<file path="src/rtl/alu_muldiv_sequencer_if.sv">
// alu_muldiv_sequencer_if: request/result and shared-ALU signals of the MUL/DIV sequencer
interface alu_muldiv_sequencer_if #(
    parameter int WIDTH = 32
);
    logic             start;
    logic             op;
    logic [WIDTH-1:0] opa;
    logic [WIDTH-1:0] opb;
    logic             busy;
    logic             done;
    logic [WIDTH-1:0] result_lo;
    logic [WIDTH-1:0] result_hi;
    logic             div_by_zero;
    logic             alu_own;
    logic [WIDTH-1:0] alu_srca;
    logic [WIDTH-1:0] alu_srcb;
    logic [2:0]       alu_ctrl;
    logic [WIDTH-1:0] alu_result;

    modport master (
        output start, op, opa, opb, alu_result,
        input  busy, done, result_lo, result_hi, div_by_zero, alu_own, alu_srca, alu_srcb, alu_ctrl
    );
    modport slave (
        input  start, op, opa, opb, alu_result,
        output busy, done, result_lo, result_hi, div_by_zero, alu_own, alu_srca, alu_srcb, alu_ctrl
    );
endinterface

</file>
<file path="src/rtl/alu_muldiv_sequencer.sv">
// alu_muldiv_sequencer: multi-cycle unsigned MUL/DIV that time-shares the core's single-cycle ALU.
// Define MULDIV_BYPASS_EN to finish trivial operands (x*0, 0*x, x*1, x/1) in one cycle without the ALU.
module alu_muldiv_sequencer #(
    parameter int WIDTH = 32
) (
    input  logic                  clk,
    input  logic                  rst_n,
    alu_muldiv_sequencer_if.slave bus
);
    localparam int CW = $clog2(WIDTH) + 1;
    localparam logic [CW-1:0] LAST = CW'(WIDTH - 1);
    localparam logic [2:0] ALU_ADD = 3'b000;
    localparam logic [2:0] ALU_SUB = 3'b001;
    localparam logic [2:0] ALU_SLT = 3'b101;

    typedef enum logic [2:0] {IDLE, MUL_STEP, DIV_CMP, DIV_SUB, DONE} state_t;

    state_t           r_state, w_next;
    logic [WIDTH-1:0] r_acc, r_sh, r_b, r_lo, r_hi;
    logic [CW-1:0]    r_cnt;
    logic             r_ge, r_dbz;
    logic             w_last, w_carry, w_div0, w_byp, w_fast, w_busy, w_div;
    logic [WIDTH-1:0] w_mul_acc, w_mul_sh, w_rem_s, w_rem_nx, w_quo_nx, w_byp_lo;

    // r_acc is the product high half (MUL) or partial remainder (DIV); r_sh is multiplier or quotient
    assign w_last    = r_cnt == LAST;
    assign w_busy    = r_state inside {MUL_STEP, DIV_CMP, DIV_SUB};
    assign w_div     = r_state inside {DIV_CMP, DIV_SUB};
    assign w_carry   = bus.alu_result < r_acc;
    assign w_mul_acc = r_sh[0] ? {w_carry, bus.alu_result[WIDTH-1:1]} : {1'b0, r_acc[WIDTH-1:1]};
    assign w_mul_sh  = {r_sh[0] ? bus.alu_result[0] : r_acc[0], r_sh[WIDTH-1:1]};
    assign w_rem_s   = {r_acc[WIDTH-2:0], r_sh[WIDTH-1]};
    assign w_rem_nx  = r_ge ? bus.alu_result : w_rem_s;
    assign w_quo_nx  = {r_sh[WIDTH-2:0], r_ge};
    assign w_div0    = bus.op && bus.opb == '0;
    assign w_fast    = w_div0 || w_byp;
`ifdef MULDIV_BYPASS_EN
    assign w_byp     = bus.op ? bus.opb == WIDTH'(1) : (bus.opa == '0 || bus.opb == '0 || bus.opb == WIDTH'(1));
    assign w_byp_lo  = bus.opb == WIDTH'(1) ? bus.opa : '0;
`else
    assign w_byp     = 1'b0;
    assign w_byp_lo  = '0;
`endif

    // State register
    always_ff @(posedge clk) begin
        if (!rst_n) r_state <= IDLE;
        else        r_state <= w_next;
    end

    // Next-state: start only matters in IDLE, so requests while busy or in DONE are dropped
    always_comb begin
        w_next = r_state;
        case (r_state)
            IDLE:     w_next = !bus.start ? IDLE : w_fast ? DONE : bus.op ? DIV_CMP : MUL_STEP;
            MUL_STEP: w_next = w_last ? DONE : MUL_STEP;
            DIV_CMP:  w_next = DIV_SUB;
            DIV_SUB:  w_next = w_last ? DONE : DIV_CMP;
            default:  w_next = IDLE;
        endcase
    end

    // Outputs: the ALU inputs are parked at 0/ADD whenever the block does not own the ALU
    always_comb begin
        bus.busy        = w_busy;
        bus.alu_own     = w_busy;
        bus.done        = r_state == DONE;
        bus.alu_ctrl    = r_state == DIV_CMP ? ALU_SLT : r_state == DIV_SUB ? ALU_SUB : ALU_ADD;
        bus.alu_srca    = r_state == MUL_STEP ? r_acc : w_div ? w_rem_s : '0;
        bus.alu_srcb    = w_busy ? r_b : '0;
        bus.result_lo   = r_lo;
        bus.result_hi   = r_hi;
        bus.div_by_zero = r_dbz;
    end

    // Datapath: operand capture, shift-add / restoring-divide steps, result latch on completion
    always_ff @(posedge clk) begin
        if (!rst_n) begin
            r_acc <= '0;
            r_sh  <= '0;
            r_b   <= '0;
            r_cnt <= '0;
            r_ge  <= 1'b0;
            r_lo  <= '0;
            r_hi  <= '0;
            r_dbz <= 1'b0;
        end else begin
            case (r_state)
                IDLE: if (bus.start) begin
                    r_acc <= '0;
                    r_sh  <= bus.op ? bus.opa : bus.opb;
                    r_b   <= bus.op ? bus.opb : bus.opa;
                    r_cnt <= '0;
                    if (w_div0) begin
                        r_lo  <= '1;
                        r_hi  <= bus.opa;
                        r_dbz <= 1'b1;
                    end else if (w_byp) begin
                        r_lo  <= w_byp_lo;
                        r_hi  <= '0;
                        r_dbz <= 1'b0;
                    end
                end
                MUL_STEP: begin
                    r_acc <= w_mul_acc;
                    r_sh  <= w_mul_sh;
                    r_cnt <= r_cnt + CW'(1);
                    if (w_last) begin
                        r_hi  <= w_mul_acc;
                        r_lo  <= w_mul_sh;
                        r_dbz <= 1'b0;
                    end
                end
                DIV_CMP: r_ge <= r_acc[WIDTH-1] | ~bus.alu_result[0];
                DIV_SUB: begin
                    r_acc <= w_rem_nx;
                    r_sh  <= w_quo_nx;
                    r_cnt <= r_cnt + CW'(1);
                    if (w_last) begin
                        r_hi  <= w_rem_nx;
                        r_lo  <= w_quo_nx;
                        r_dbz <= 1'b0;
                    end
                end
                default: ;
            endcase
        end
    end
endmodule

</file>
<file path="src/flat_wrapper.sv">
// flat-port wrapper written by rule: the top's interface ports become plain ports
module alu_muldiv_sequencer_flat 
#(
    parameter int WIDTH = 32
)
  (clk, rst_n, bus_start, bus_op, bus_opa, bus_opb, bus_alu_result, bus_busy, bus_done, bus_result_lo, bus_result_hi, bus_div_by_zero, bus_alu_own, bus_alu_srca, bus_alu_srcb, bus_alu_ctrl);
  alu_muldiv_sequencer_if #(.WIDTH(WIDTH)) bus_i ();
  input  logic clk;
  input  logic rst_n;
  input wire logic [$bits(bus_i.start)-1:0] bus_start;
  input wire logic [$bits(bus_i.op)-1:0] bus_op;
  input wire logic [$bits(bus_i.opa)-1:0] bus_opa;
  input wire logic [$bits(bus_i.opb)-1:0] bus_opb;
  input wire logic [$bits(bus_i.alu_result)-1:0] bus_alu_result;
  output wire logic [$bits(bus_i.busy)-1:0] bus_busy;
  output wire logic [$bits(bus_i.done)-1:0] bus_done;
  output wire logic [$bits(bus_i.result_lo)-1:0] bus_result_lo;
  output wire logic [$bits(bus_i.result_hi)-1:0] bus_result_hi;
  output wire logic [$bits(bus_i.div_by_zero)-1:0] bus_div_by_zero;
  output wire logic [$bits(bus_i.alu_own)-1:0] bus_alu_own;
  output wire logic [$bits(bus_i.alu_srca)-1:0] bus_alu_srca;
  output wire logic [$bits(bus_i.alu_srcb)-1:0] bus_alu_srcb;
  output wire logic [$bits(bus_i.alu_ctrl)-1:0] bus_alu_ctrl;
  assign bus_i.start = bus_start;
  assign bus_i.op = bus_op;
  assign bus_i.opa = bus_opa;
  assign bus_i.opb = bus_opb;
  assign bus_i.alu_result = bus_alu_result;
  assign bus_busy = bus_i.busy;
  assign bus_done = bus_i.done;
  assign bus_result_lo = bus_i.result_lo;
  assign bus_result_hi = bus_i.result_hi;
  assign bus_div_by_zero = bus_i.div_by_zero;
  assign bus_alu_own = bus_i.alu_own;
  assign bus_alu_srca = bus_i.alu_srca;
  assign bus_alu_srcb = bus_i.alu_srcb;
  assign bus_alu_ctrl = bus_i.alu_ctrl;
  alu_muldiv_sequencer #(.WIDTH(WIDTH)) u_core (.clk(clk), .rst_n(rst_n), .bus(bus_i));
endmodule
</file>
<file path="config.mk">
export PLATFORM = sky130hd
export DESIGN_NAME = alu_muldiv_sequencer_flat
export DESIGN_NICKNAME = d
export VERILOG_FILES = /design/src/rtl/alu_muldiv_sequencer_if.sv /design/src/rtl/alu_muldiv_sequencer.sv /design/src/flat_wrapper.sv
export SDC_FILE = /design/constraint.sdc
export NUM_CORES = 1
export LEC_CHECK = 0
export ABC_AREA = 1
export ABC_CLOCK_PERIOD_IN_PS = 2300
export BUFFER_PORTS_ARGS = -buffer_cell sky130_fd_sc_hd__clkbuf_2
export CAP_MARGIN = 10
export CORE_MARGIN = 2
export CORE_UTILIZATION = 54
export DETAILED_ROUTE_END_ITERATION = 7
export PLACE_DENSITY_LB_ADDON = 0.12
export SLEW_MARGIN = 15
export SYNTH_ARGS = -nofsm -noshare
export SYNTH_HDL_FRONTEND = slang
export SYNTH_SLANG_ARGS = --single-unit
</file>
<file path="constraint.sdc">
create_clock -name clk -period 2.3 [get_ports clk]
set_input_delay 0.115 -clock clk [delete_from_list [all_inputs] [get_ports clk]]
set_output_delay 0.115 -clock clk [all_outputs]
set_load 0.01 [all_outputs]
</file>
==> results.cfg <==
[critical_path]
largest_incremental_delay_on_the_critical_path_ps = 830
register_to_register_setup_slack_ps = -10
worst_path_max_delay_cell = inv_1
timing.rr.end = u_core.r_sh[20]
critical-path-top-delay-family = buffers and inverters
worstSetupPathType = register to register
critical_path.cell_chain = nor2_2 > inv_2 > nor2_4 > inv_1 > o22ai_1 > nor3_1 > a211oi_1
timing.critical_path.to_type = register
timing.critical_path.from = u_core.r_state[2]
worst-endpoint-required_ps = 2570
r2r.worst_path.cells = 7
worst-path-stages = 7
timing.critical_path.buf_inv = 2
worstPathMaxFanout = 31
critPathCapture = u_core.r_sh[20]
worstPathArrival_ps = 2580
timing.rr.start = u_core.r_state[2]
startpoint_types = register

[global_routing]
grt_max_degree = 65
number_of_global_route_vias_before_repair = 9601
grt_pass1_wl_um = 48600
groute.usage.overall = 0.333
grt-ovfl-total = 0
grt_antenna_before_repair = 0

[route]
route.antenna.remaining_nets = 0
viasPerCell = 5.81
drt_pre_antenna_iters = 5
vias = 10600
routed_wire_length_per_instance_um = 17.2
drtIter0Drc = 1030
postRouteWirelength_um = 31200
drc = 0

[power_and_ir_drop]
leakage_nw = 5.41
irDropWorstVdd_v = 0.000578
p_total_w = 0.00821
power.density_cell_area_nw_per_um2 = 696

[sta]
timing_hold_violations_final = 0
worst_slew_margin_rel = 0.227
final_sum_of_negative_setup_slack_ps = -9.67
max_clk_rate_mhz = 433
final_min_period_over_clock_period = 1.00
finalSetupViolCount = 1
timing_worst_slew_pin_value_ps = 1160
largest_clock_skew_in_the_final_design_ps = 8.62
rsz_0062_raised_after_global_routing = yes
whs_ps = 12.5
setup_ws_ps = -9.67
layout_min_cycle_time_ps = 2310
report.final.slew_viol_count = 0

[yosys]
yosysTopAreaCell = dfxtp_1
syn_nets = 1478
synth_top_area_share = 0.368
synthesized_area_divided_by_synthesized_cell_count_um2 = 6.91
synth_area_leaders = dfxtp_1 (37%), nand2_1 (13%), inv_1 (7.0%), a21oi_1 (5.9%), ha_1 (4.3%)
synthCells = 1346
yosys_warnings = 0
yosysUniqueCellTypes = 35
yosys_register_bits = 171
synth.cell_area_um2 = 9300
synth-seq-area-share = 0.368

[status]
run_status = complete, but fails checks
violations = setup timing

[clock_tree]
clk-insertion-delay-late_ps = 420
post-cts-setup-buffer-count = 0
cts_max_path_buffers = 2
clock_tree.root_cell = clkbuf_16
cts_tree = done
cts_num_sinks = 171
cts_inserted_buffers = 17
clk_transition_reported_paths_ps = 60
cts.htree.levels = 4

[floorplanning]
core.rowCount = 47
core_area_um2 = 16700
floorplan.initialDensity = 0.557
area_of_the_die_um2 = 18300
horiz_die_dim_um = 135
die_height_um = 135
io_pins = 235

[finish]
multiInputGateArea_um2 = 4800
area.sequential_um2 = 3420
synthToLayoutAreaGrowth_pct = 26.9
final_nets = 1716
instances_no_fill = 1818
drive_above_1_share = 0.201
num-fill-cells = 1420

[placement]
gp_routability_congestion = 0.934
port_buffers = 233
place_inst = 1731
hpwlAfterDp_um = 21300

[run]
max-cap-violations = 0

[min_path]
hold_class = input port to register
## worst min-delay path, delay by kind of cell
family                 cells  cell delay [ps]
and+or+nand+nor            1               70
buffers and inverters      1              120
AOI/OAI and AO/OA          1               70
## synth_stat cells (all sizes together)
cell	n
nand2	319
inv	179
dfxtp	171
a21oi	109
nor2	91
clkbuf	64
o22ai	64
a31oi	63
o21ai	52
nor3	39
buf	37
a211oi	32
ha	32
o221ai	32
a32oi	23
a22oi	10
mux2	8
nand4	7
nand3	6
and2	1
and3	1
clkinv	1
conb	1
nor3b	1
o211ai	1
o21a	1
o221a	1
## through the flow
| stage | worst slack [ps] | utilization | cell area (um2) |
|---|---|---|---|
| 3_3_place_gp | 125 | 0.636 | 10600 |
| 2_1_floorplan | 720 | - | 9300 |
| 6_report | -9.67 | 0.707 | 11800 |
| 3_5_place_dp | 62.6 | 0.636 | 10600 |
| 5_1_grt | -101 | 0.707 | 11800 |
| 4_1_cts | 34.5 | 0.706 | 11800 |
## state kept, by name, indices dropped and copies added (netlist names)
register                count
u_core.bus.div_by_zero      1
u_core.r_ge                 1
u_core.bus.result_hi       32
u_core.r_sh                32
u_core.bus.result_lo       32
u_core.r_b                 32
u_core.r_acc               32
u_core.r_state              3
u_core.r_cnt                6
## area by class of cell
cell class              instances  area share
multi-input cells             895       0.407
flip-flops and latches        171       0.290
repair buffers                319       0.170
inverters                     180      0.0574
clock buffers                  20      0.0378
well taps                     220      0.0233
clock inverters                12      0.0145
diodes                          1    0.000212
## what timing repair did
item,4_1_cts,5_1_grt
endpoints found under the hold margin,43,0
hold buffers,53,0
resized for setup,2,4
endpoints found under the setup margin,47,37
pin swaps,0,1
gates cloned,0,1
## layer usage
metal  global-route usage  share of wire  up-vias
li1                     -              -     5059
met2                0.544           0.46      577
met3               0.0513          0.084       82
met1                0.441           0.42     4839
met4                0.138          0.034        0
met5                    0              0        -
## report_power, final
part           switching (W)  internal [W]
clock network        0.00118       0.00184
logic                0.00126      0.000677
registers           0.000103       0.00315
total                0.00255       0.00567
## cells in the final DEF, fill, tap and decap left out, types with 2 or more instances in the layout
master         instances
inv_2                  4
a31oi_1               63
clkbuf_16             17
o221ai_1              32
a22oi_1               10
nor2_1                84
buf_4                 27
clkbuf_1               2
o21ai_0               51
buf_12                 4
bufinv_16              4
a21oi_1              109
nand4_1                7
a211oi_1              32
clkinvlp_4             3
nor2_4                 6
nor2_2                 2
clkinv_2               4
nand2_1              317
ha_1                  32
clkbuf_2             233
a32oi_1               23
o22ai_1               64
dfxtp_1              170
mux2_2                 8
nand2_2                2
inv_1                174
nor3_1                39
nand3_1                6
dlygate4sd3_1         53
## kinds of logic after synthesis
kind of cell | synth area share
AO/OA/AOI/OAI | 0.260
multiplexers | 0.00968
buffers and inverters | 0.119
AND/OR/NAND/NOR | 0.200
flip-flops | 0.368
adder cells (fa/ha/maj) | 0.0430
other | 0.000403
## how the worst min path moves through the flow
stage | startpoint | to | slack [ps] | depth (start not counted)
floorplan | bus_alu_result[0] | u_core.r_ge | 220 | 1
global placement | bus_alu_result[0] | u_core.r_ge | 360 | 2
detailed placement | bus_alu_result[0] | u_core.r_ge | 360 | 2
CTS | bus_opa[27] | u_core.bus.result_hi[27] | 2 | 3
global route | bus_opa[28] | u_core.bus.result_hi[28] | 10 | 3
finish | bus_opa[28] | u_core.r_b[28] | 10 | 3
Power figures use the tool's default switching activity.
